<file path="src/rtl/instruction_fetch_stage.sv">
`default_nettype none
// ============================================================================
//  Module   : instruction_fetch_stage
//  Purpose  : RISC-V fetch stage. Owns the PC, issues one instruction-memory
//             request at a time, registers returned words into the IF/ID
//             register, absorbs decode back-pressure with a one-entry skid
//             buffer and handles branch/jump redirects (including squashing
//             a response that is already in flight).
//  Revision : 1.0 - initial release
// ============================================================================
module instruction_fetch_stage #(
  parameter int                    DATA_WIDTH = 32,
  parameter logic [DATA_WIDTH-1:0] RESET_PC   = '0
) (
  input  logic                  clk,
  input  logic                  rstn,
  // instruction memory request/response
  output logic                  imem_req,
  output logic [DATA_WIDTH-1:0] imem_addr,
  input  logic                  imem_ready,
  input  logic                  imem_rvalid,
  input  logic [DATA_WIDTH-1:0] imem_rdata,
  // redirect from downstream
  input  logic                  redirect_valid,
  input  logic [DATA_WIDTH-1:0] redirect_pc,
  // IF/ID register
  input  logic                  id_stall,
  output logic                  if_valid,
  output logic [31:0]           if_instruction,
  output logic [DATA_WIDTH-1:0] if_pc,
  output logic [DATA_WIDTH-1:0] if_pc_plus4
);

  localparam logic [31:0]           C_NOP        = 32'h0000_0013;
  localparam logic [DATA_WIDTH-1:0] C_ALIGN_MASK = ~DATA_WIDTH'(3);
  localparam logic [DATA_WIDTH-1:0] C_FOUR       = DATA_WIDTH'(4);

  typedef enum logic [1:0] {
    S_IDLE = 2'd0,
    S_REQ  = 2'd1,
    S_WAIT = 2'd2,
    S_HOLD = 2'd3
  } state_t;

  state_t                r_state;
  logic [DATA_WIDTH-1:0] r_pc;
  logic                  r_squash;
  logic                  r_if_valid;
  logic [31:0]           r_if_instruction;
  logic [DATA_WIDTH-1:0] r_if_pc;
  logic                  r_skid_valid;
  logic [31:0]           r_skid_instr;
  logic [DATA_WIDTH-1:0] r_skid_pc;

  logic [DATA_WIDTH-1:0] w_redirect_pc;
  logic [DATA_WIDTH-1:0] w_pc_plus4;
  logic                  w_out_free;

  // Redirect targets are always word aligned; the low bits are simply dropped.
  assign w_redirect_pc = redirect_pc & C_ALIGN_MASK;
  assign w_pc_plus4    = r_pc + C_FOUR;
  // IF/ID can accept a new word if it is empty or being consumed this cycle.
  assign w_out_free    = !r_if_valid || !id_stall;

  // Fetch FSM, PC, squash flag, skid buffer and IF/ID register.
  always_ff @(posedge clk or negedge rstn) begin
    if (!rstn) begin
      r_state          <= S_IDLE;
      r_pc             <= RESET_PC & C_ALIGN_MASK;
      r_squash         <= 1'b0;
      r_if_valid       <= 1'b0;
      r_if_instruction <= C_NOP;
      r_if_pc          <= '0;
      r_skid_valid     <= 1'b0;
      r_skid_instr     <= C_NOP;
      r_skid_pc        <= '0;
    end else begin
      // Decode takes the current instruction; a load below overrides this.
      if (r_if_valid && !id_stall) begin
        r_if_valid <= 1'b0;
      end

      if (redirect_valid) begin
        // Redirect wins over everything: new PC, IF/ID and skid flushed.
        r_pc         <= w_redirect_pc;
        r_if_valid   <= 1'b0;
        r_skid_valid <= 1'b0;
        case (r_state)
          S_REQ: begin
            if (imem_ready) begin
              // The request accepted this cycle fetches the old path.
              r_state  <= S_WAIT;
              r_squash <= 1'b1;
            end else begin
              r_state  <= S_REQ;
            end
          end
          S_WAIT: begin
            if (imem_rvalid) begin
              // The in-flight word lands now and is simply dropped.
              r_state  <= S_REQ;
              r_squash <= 1'b0;
            end else begin
              // Keep waiting so only one request is ever outstanding.
              r_squash <= 1'b1;
            end
          end
          default: begin
            r_state <= S_REQ;
          end
        endcase
      end else begin
        case (r_state)
          S_IDLE: begin
            r_state <= S_REQ;
          end
          S_REQ: begin
            if (imem_ready) begin
              r_state <= S_WAIT;
            end
          end
          S_WAIT: begin
            if (imem_rvalid) begin
              if (r_squash) begin
                // Stale word from before a redirect; PC already holds target.
                r_squash <= 1'b0;
                r_state  <= S_REQ;
              end else if (w_out_free) begin
                r_if_instruction <= imem_rdata[31:0];
                r_if_pc          <= r_pc;
                r_if_valid       <= 1'b1;
                r_pc             <= w_pc_plus4;
                r_state          <= S_REQ;
              end else begin
                r_skid_instr <= imem_rdata[31:0];
                r_skid_pc    <= r_pc;
                r_skid_valid <= 1'b1;
                r_pc         <= w_pc_plus4;
                r_state      <= S_HOLD;
              end
            end
          end
          S_HOLD: begin
            if (!id_stall) begin
              // Decode consumes IF/ID this cycle and the skid word replaces it.
              if (r_skid_valid) begin
                r_if_instruction <= r_skid_instr;
                r_if_pc          <= r_skid_pc;
                r_if_valid       <= 1'b1;
              end
              r_skid_valid <= 1'b0;
              r_state      <= S_REQ;
            end
          end
          default: begin
            r_state <= S_IDLE;
          end
        endcase
      end
    end
  end

  assign imem_req       = (r_state == S_REQ);
  assign imem_addr      = r_pc & C_ALIGN_MASK;
  assign if_valid       = r_if_valid;
  assign if_instruction = r_if_instruction;
  assign if_pc          = r_if_pc;
  assign if_pc_plus4    = r_if_pc + C_FOUR;

endmodule
`default_nettype wire

</file>
<file path="config.mk">
export PLATFORM = sky130hd
export DESIGN_NAME = instruction_fetch_stage
export DESIGN_NICKNAME = d
export VERILOG_FILES = /design/src/rtl/instruction_fetch_stage.sv
export SDC_FILE = /design/constraint.sdc
export NUM_CORES = 1
export LEC_CHECK = 0
export ABC_AREA = 1
export CORE_ASPECT_RATIO = 1.75
export CORE_MARGIN = 2
export CORE_UTILIZATION = 27
export CTS_CLUSTER_SIZE = 12
export DETAILED_ROUTE_END_ITERATION = 7
export SKIP_CTS_REPAIR_TIMING = 1
export SYNTH_ARGS = -nofsm -noshare
export SYNTH_HDL_FRONTEND = slang
export SYNTH_SLANG_ARGS = --single-unit
</file>
<file path="constraint.sdc">
create_clock -name clk -period 4.69 [get_ports clk]
set_clock_uncertainty 0.05 [all_clocks]
set_input_delay 1.407 -clock clk [delete_from_list [all_inputs] [get_ports clk]]
set_output_delay 1.407 -clock clk [all_outputs]
set_load 0.03 [all_outputs]
</file>
==> results.sh, run 1 <==
export IMPL_worstHoldStart="if_instruction[0]$_DFFE_PN1P_"
export IMPL_vdd_ir_drop_max_mv=0.2940
export IMPL_cts_buffers=17
export IMPL_ys_types=36
export IMPL_ctsHtreeMaxLevel=4
export IMPL_tritoncts="built"
export IMPL_seq_power_share=0.322
export IMPL_combPwrFrac=0.466
export IMPL_cpPeakStageDelay_ns=0.74
export IMPL_start_kind="register"
export IMPL_place_gp_congestion=0.8716
export IMPL_routed_wl_um=28180
export IMPL_synthXorXnorAreaFrac=0.02508
export IMPL_crit_family="simple AND/OR/NAND/NOR gates"
export IMPL_hold_viol_final=0
export IMPL_fin_crit_sh=0.9531
export IMPL_final_setup_tns_ns=0
export IMPL_maxSlewViolCount=0
export IMPL_grt_pass1_wl_um=44540
export IMPL_fmax_ghz=0.2237
export IMPL_synth_main_ff_cell="dfrtp_1"
export IMPL_place_area_sq_um=10970
export IMPL_postSynthAreaPerCell_sq_um=7.117
export IMPL_fin_area_sq_um=11520
export IMPL_hold_depth=2
export IMPL_period_minus_slack_ns=4.470
export IMPL_powerDensity_nw_per_um2=546.6
export IMPL_ff2ff_path_depth=6
export IMPL_slew_headroom=0.2281
export IMPL_yosys_warnings=0
export IMPL_dp_cells=1769
export IMPL_rows=87
export IMPL_ys_seq_area_frac=0.4565
export IMPL_clk_path_buf_depth=2
export IMPL_worst_ep_required_time_ns=3.23
export IMPL_worstSetupPathType="reg -> out"
export IMPL_synth_edff_count=0
export IMPL_reg2reg_from="r_state[0]$_DFFE_PN0P_"
export IMPL_synth_largest_area_cell="dfrtp_1"
export IMPL_drtAntennaViolNets=0
export IMPL_worstMarginPinSlew_ns=1.158
export IMPL_hpwl_um=20280
export IMPL_synthAdderAreaFrac=0.007164
export IMPL_grt_max_degree=125
export IMPL_drc=0
export IMPL_fp_dieH_um=241.9
export IMPL_area_growth_pct=31.97
export IMPL_crit_path_cell_trace="ha_1, nand2_1, nor2_1, nand3_1, nor2_1, nand2_1, nor2_1, xor2_1, clkdlybuf4s50_1"
export IMPL_synth_mux_area_frac=0
export IMPL_ys_ff_latch=159
export IMPL_leakage_nw=5.269
export IMPL_dieArea_sq_um=33850
export IMPL_first_pass_iters=5
export IMPL_critPathCaptureType="primary output"
export IMPL_post_drt_via_cell_ratio=4.645
export IMPL_fin_cells=1800
export IMPL_clk_latency_ns=0.44
export IMPL_clock_sinks=159
export IMPL_io_pins=200
export IMPL_vias=8361
export IMPL_r2r_slack_ns=2.05
export IMPL_final_layout_size_suffix_gt1_frac=0.04214
export IMPL_synth_cells=1227
export IMPL_critPathArrivalTime_ns=3.01
export IMPL_yosys_area_share_simple=0.3164
export IMPL_rsz0062_at_grt="no"
export IMPL_internal_power_mw=3.482
export IMPL_synth_area_sq_um=8732
export IMPL_yosys_area_top_type_share=0.4385
export IMPL_swShare=0.4472
export IMPL_path_buf_inv=1
export IMPL_async_flop_share=1.000
export IMPL_holdPathEnd="if_instruction[0]$_DFFE_PN1P_"
export IMPL_crit_fanout=5
export IMPL_synth_top_family_by_area="simple AND/OR/NAND/NOR gates"
export IMPL_p_switching_mw=2.817
export IMPL_grt_overflow=0
export IMPL_initial_core_util=0.2729
export IMPL_finalNetCount=1463
export IMPL_max_cap_violations=0
export IMPL_diodes=0
export IMPL_root_buffer="clkbuf_16"
export IMPL_drtIter0Drc=476
export IMPL_cts_clk_slew_worst_paths_ns=0.06
export IMPL_cpMostUsedCell="nor2_1"
export IMPL_synth_compound_area_frac=0.1136
export IMPL_wl_per_cell_um=15.65
export IMPL_synth_area_leaders="dfrtp_1, nand2_1, o21ai_0"
export IMPL_coreArea_sq_um=32000
export IMPL_die_w_um=139.9
export IMPL_first_global_vias=8051
export IMPL_setup_viol=0
export IMPL_cp_slowest_cell="clkdlybuf4s50_1"
export IMPL_antenna_found_initial=0
export IMPL_min_path_type="reg -> reg"
export IMPL_outcome="finished, final reports clean"
export IMPL_port_buffers=191
export IMPL_r2r_end="r_skid_instr[6]$_DFFE_PN0P_"
export IMPL_clkPwrFrac=0.212
export IMPL_track_usage=0.1664
==> sequential cells by signal, indices dropped and copies added (netlist names) <==
register,count
r_state,2
r_skid_instr,32
r_skid_pc,30
if_instruction,32
r_pc,30
if_pc,30
r_skid_valid,1
r_squash,1
if_valid,1
==> per-stage QoR <==
| stage | utilization | setup slack (ns) | power (mW) | hold WS [ns] |
|---|---|---|---|---|
| 2_1_floorplan | - | 1.136 | 3.752 | 0.4029 |
| 3_3_place_gp | 0.3429 | 0.7143 | 4.995 | 0.4016 |
| 3_5_place_dp | 0.3429 | 0.7021 | 5.020 | 0.4041 |
| 4_1_cts | 0.3601 | 0.1969 | 6.378 | 0.4139 |
| 5_1_grt | 0.3601 | 0.0003808 | 6.680 | 0.4252 |
| 6_report | 0.3601 | 0.2198 | 6.299 | 0.4126 |
==> layer usage <==
| layer | global-route usage | vias up | share of wire |
|---|---|---|---|
| met2 | 0.2871 | 216 | 0.50 |
| met4 | 0.07471 | 0 | 0.032 |
| met5 | 0 | - | 0 |
| met3 | 0.02609 | 47 | 0.035 |
| met1 | 0.2032 | 3894 | 0.43 |
| li1 | - | 4204 | - |
==> worst reg2reg max path, delay by kind of cell, from the launching register on <==
kind            cells  cell delay, ns
simple gates        3            1.03
compound gates      1            0.50
flops               1            0.44
fa+ha+maj           1            0.41
buf+inv             1            0.11
==> cells by family after synthesis <==
logic type | count (synthesis)
AOI/OAI and AO/OA | 182
xor gates and xnor gates | 25
adders and majority gates | 5
buffers and inverters | 172
DFF | 159
other | 1
and+or+nand+nor | 683
==> final cells by class <==
type / instances / area [sq um]
clock buffers: 21 / 460.4
clock inverters: 10 / 88.84
fillers: 3442 / 20480
inverters: 108 / 405.4
multi-input cells: 901 / 4081
flip-flops and latches: 159 / 3986
well taps: 400 / 500.5
repair buffers: 201 / 2001
==> power by group through the flow <==
| stage | Combinational (mW) | Clock (mW) | Sequential [mW] |
|---|---|---|---|
| after floorplan | 1.28 | 0 | 2.48 |
| after global placement | 2.95 | 0 | 2.04 |
| after detailed placement | 2.96 | 0 | 2.06 |
| after CTS | 2.97 | 1.37 | 2.04 |
| after global routing | 3.17 | 1.43 | 2.08 |
| final | 2.93 | 1.34 | 2.03 |
==> synth_stat cells (4+ instances only) <==
master,instances
a21oi_1,18
a31oi_1,5
buf_2,30
buf_4,6
clkbuf_1,25
dfrtp_1,153
dfstp_2,6
ha_1,5
inv_1,104
inv_2,4
nand2_1,452
nand3_1,103
nand4_1,6
nor2_1,96
nor3_1,15
o211ai_1,4
o21ai_0,138
o21ai_1,6
o22ai_1,4
xnor2_1,9
xor2_1,16
==> worst max path at each step <==
stage	depth (start not counted)	end	slack [ns]	from
floorplan	8	if_pc_plus4[20]	1.14	if_pc[2]$_DFFE_PN0P_
finish	9	if_pc_plus4[20]	0.22	if_pc[2]$_DFFE_PN0P_
global placement	9	if_pc_plus4[20]	0.71	if_pc[2]$_DFFE_PN0P_
detailed placement	9	if_pc_plus4[20]	0.70	if_pc[2]$_DFFE_PN0P_
global route	9	if_pc_plus4[20]	0.0004	if_pc[2]$_DFFE_PN0P_
CTS	9	if_pc_plus4[20]	0.20	if_pc[2]$_DFFE_PN0P_
==> placed cells by master, fill, tap and decap left out, types with 2 or more instances in the layout <==
cell type and count:
clkinv_2 4, o21ai_0 138, nand3b_1 3, clkdlybuf4s50_1 190, nor2_2 2, o211ai_1 4, clkbuf_8 2, nand2_1 450
a31oi_1 5, nor4_1 2, inv_2 4, dfstp_2 6, ha_1 4, a21oi_1 18, o21ai_1 6, a221oi_4 2
conb_1 6, nor2_1 96, clkinvlp_4 4, xor2_1 16, buf_4 9, clkbuf_1 2, o22ai_1 4, nand3_1 103
nor3_1 15, nand4_1 6, xnor2_1 9, dfrtp_1 153, inv_1 104, clkbuf_16 17
(Power assumes the default switching activity.)
==> run 2: changes to the inputs <==
--- a/config.mk
+++ b/config.mk
@@ -9,7 +9,7 @@
 export CORE_ASPECT_RATIO = 1.75
 export CORE_MARGIN = 2
 export CORE_UTILIZATION = 27
-export CTS_CLUSTER_SIZE = 12
+export CTS_CLUSTER_SIZE = 14
 export DETAILED_ROUTE_END_ITERATION = 7
 export SKIP_CTS_REPAIR_TIMING = 1
 export SYNTH_ARGS = -nofsm -noshare
==> results of run 2 <==
Final layout, timing and power as in run 1 (identical DEF).
==> run 3: changes to the inputs <==
--- a/config.mk
+++ b/config.mk
@@ -11,6 +11,7 @@
 export CORE_UTILIZATION = 27
 export CTS_CLUSTER_SIZE = 14
 export DETAILED_ROUTE_END_ITERATION = 7
+export HOLD_SLACK_MARGIN = 0.03
 export SKIP_CTS_REPAIR_TIMING = 1
 export SYNTH_ARGS = -nofsm -noshare
 export SYNTH_HDL_FRONTEND = slang
==> results of run 3 <==
Final layout, timing and power as in run 1 (identical DEF).
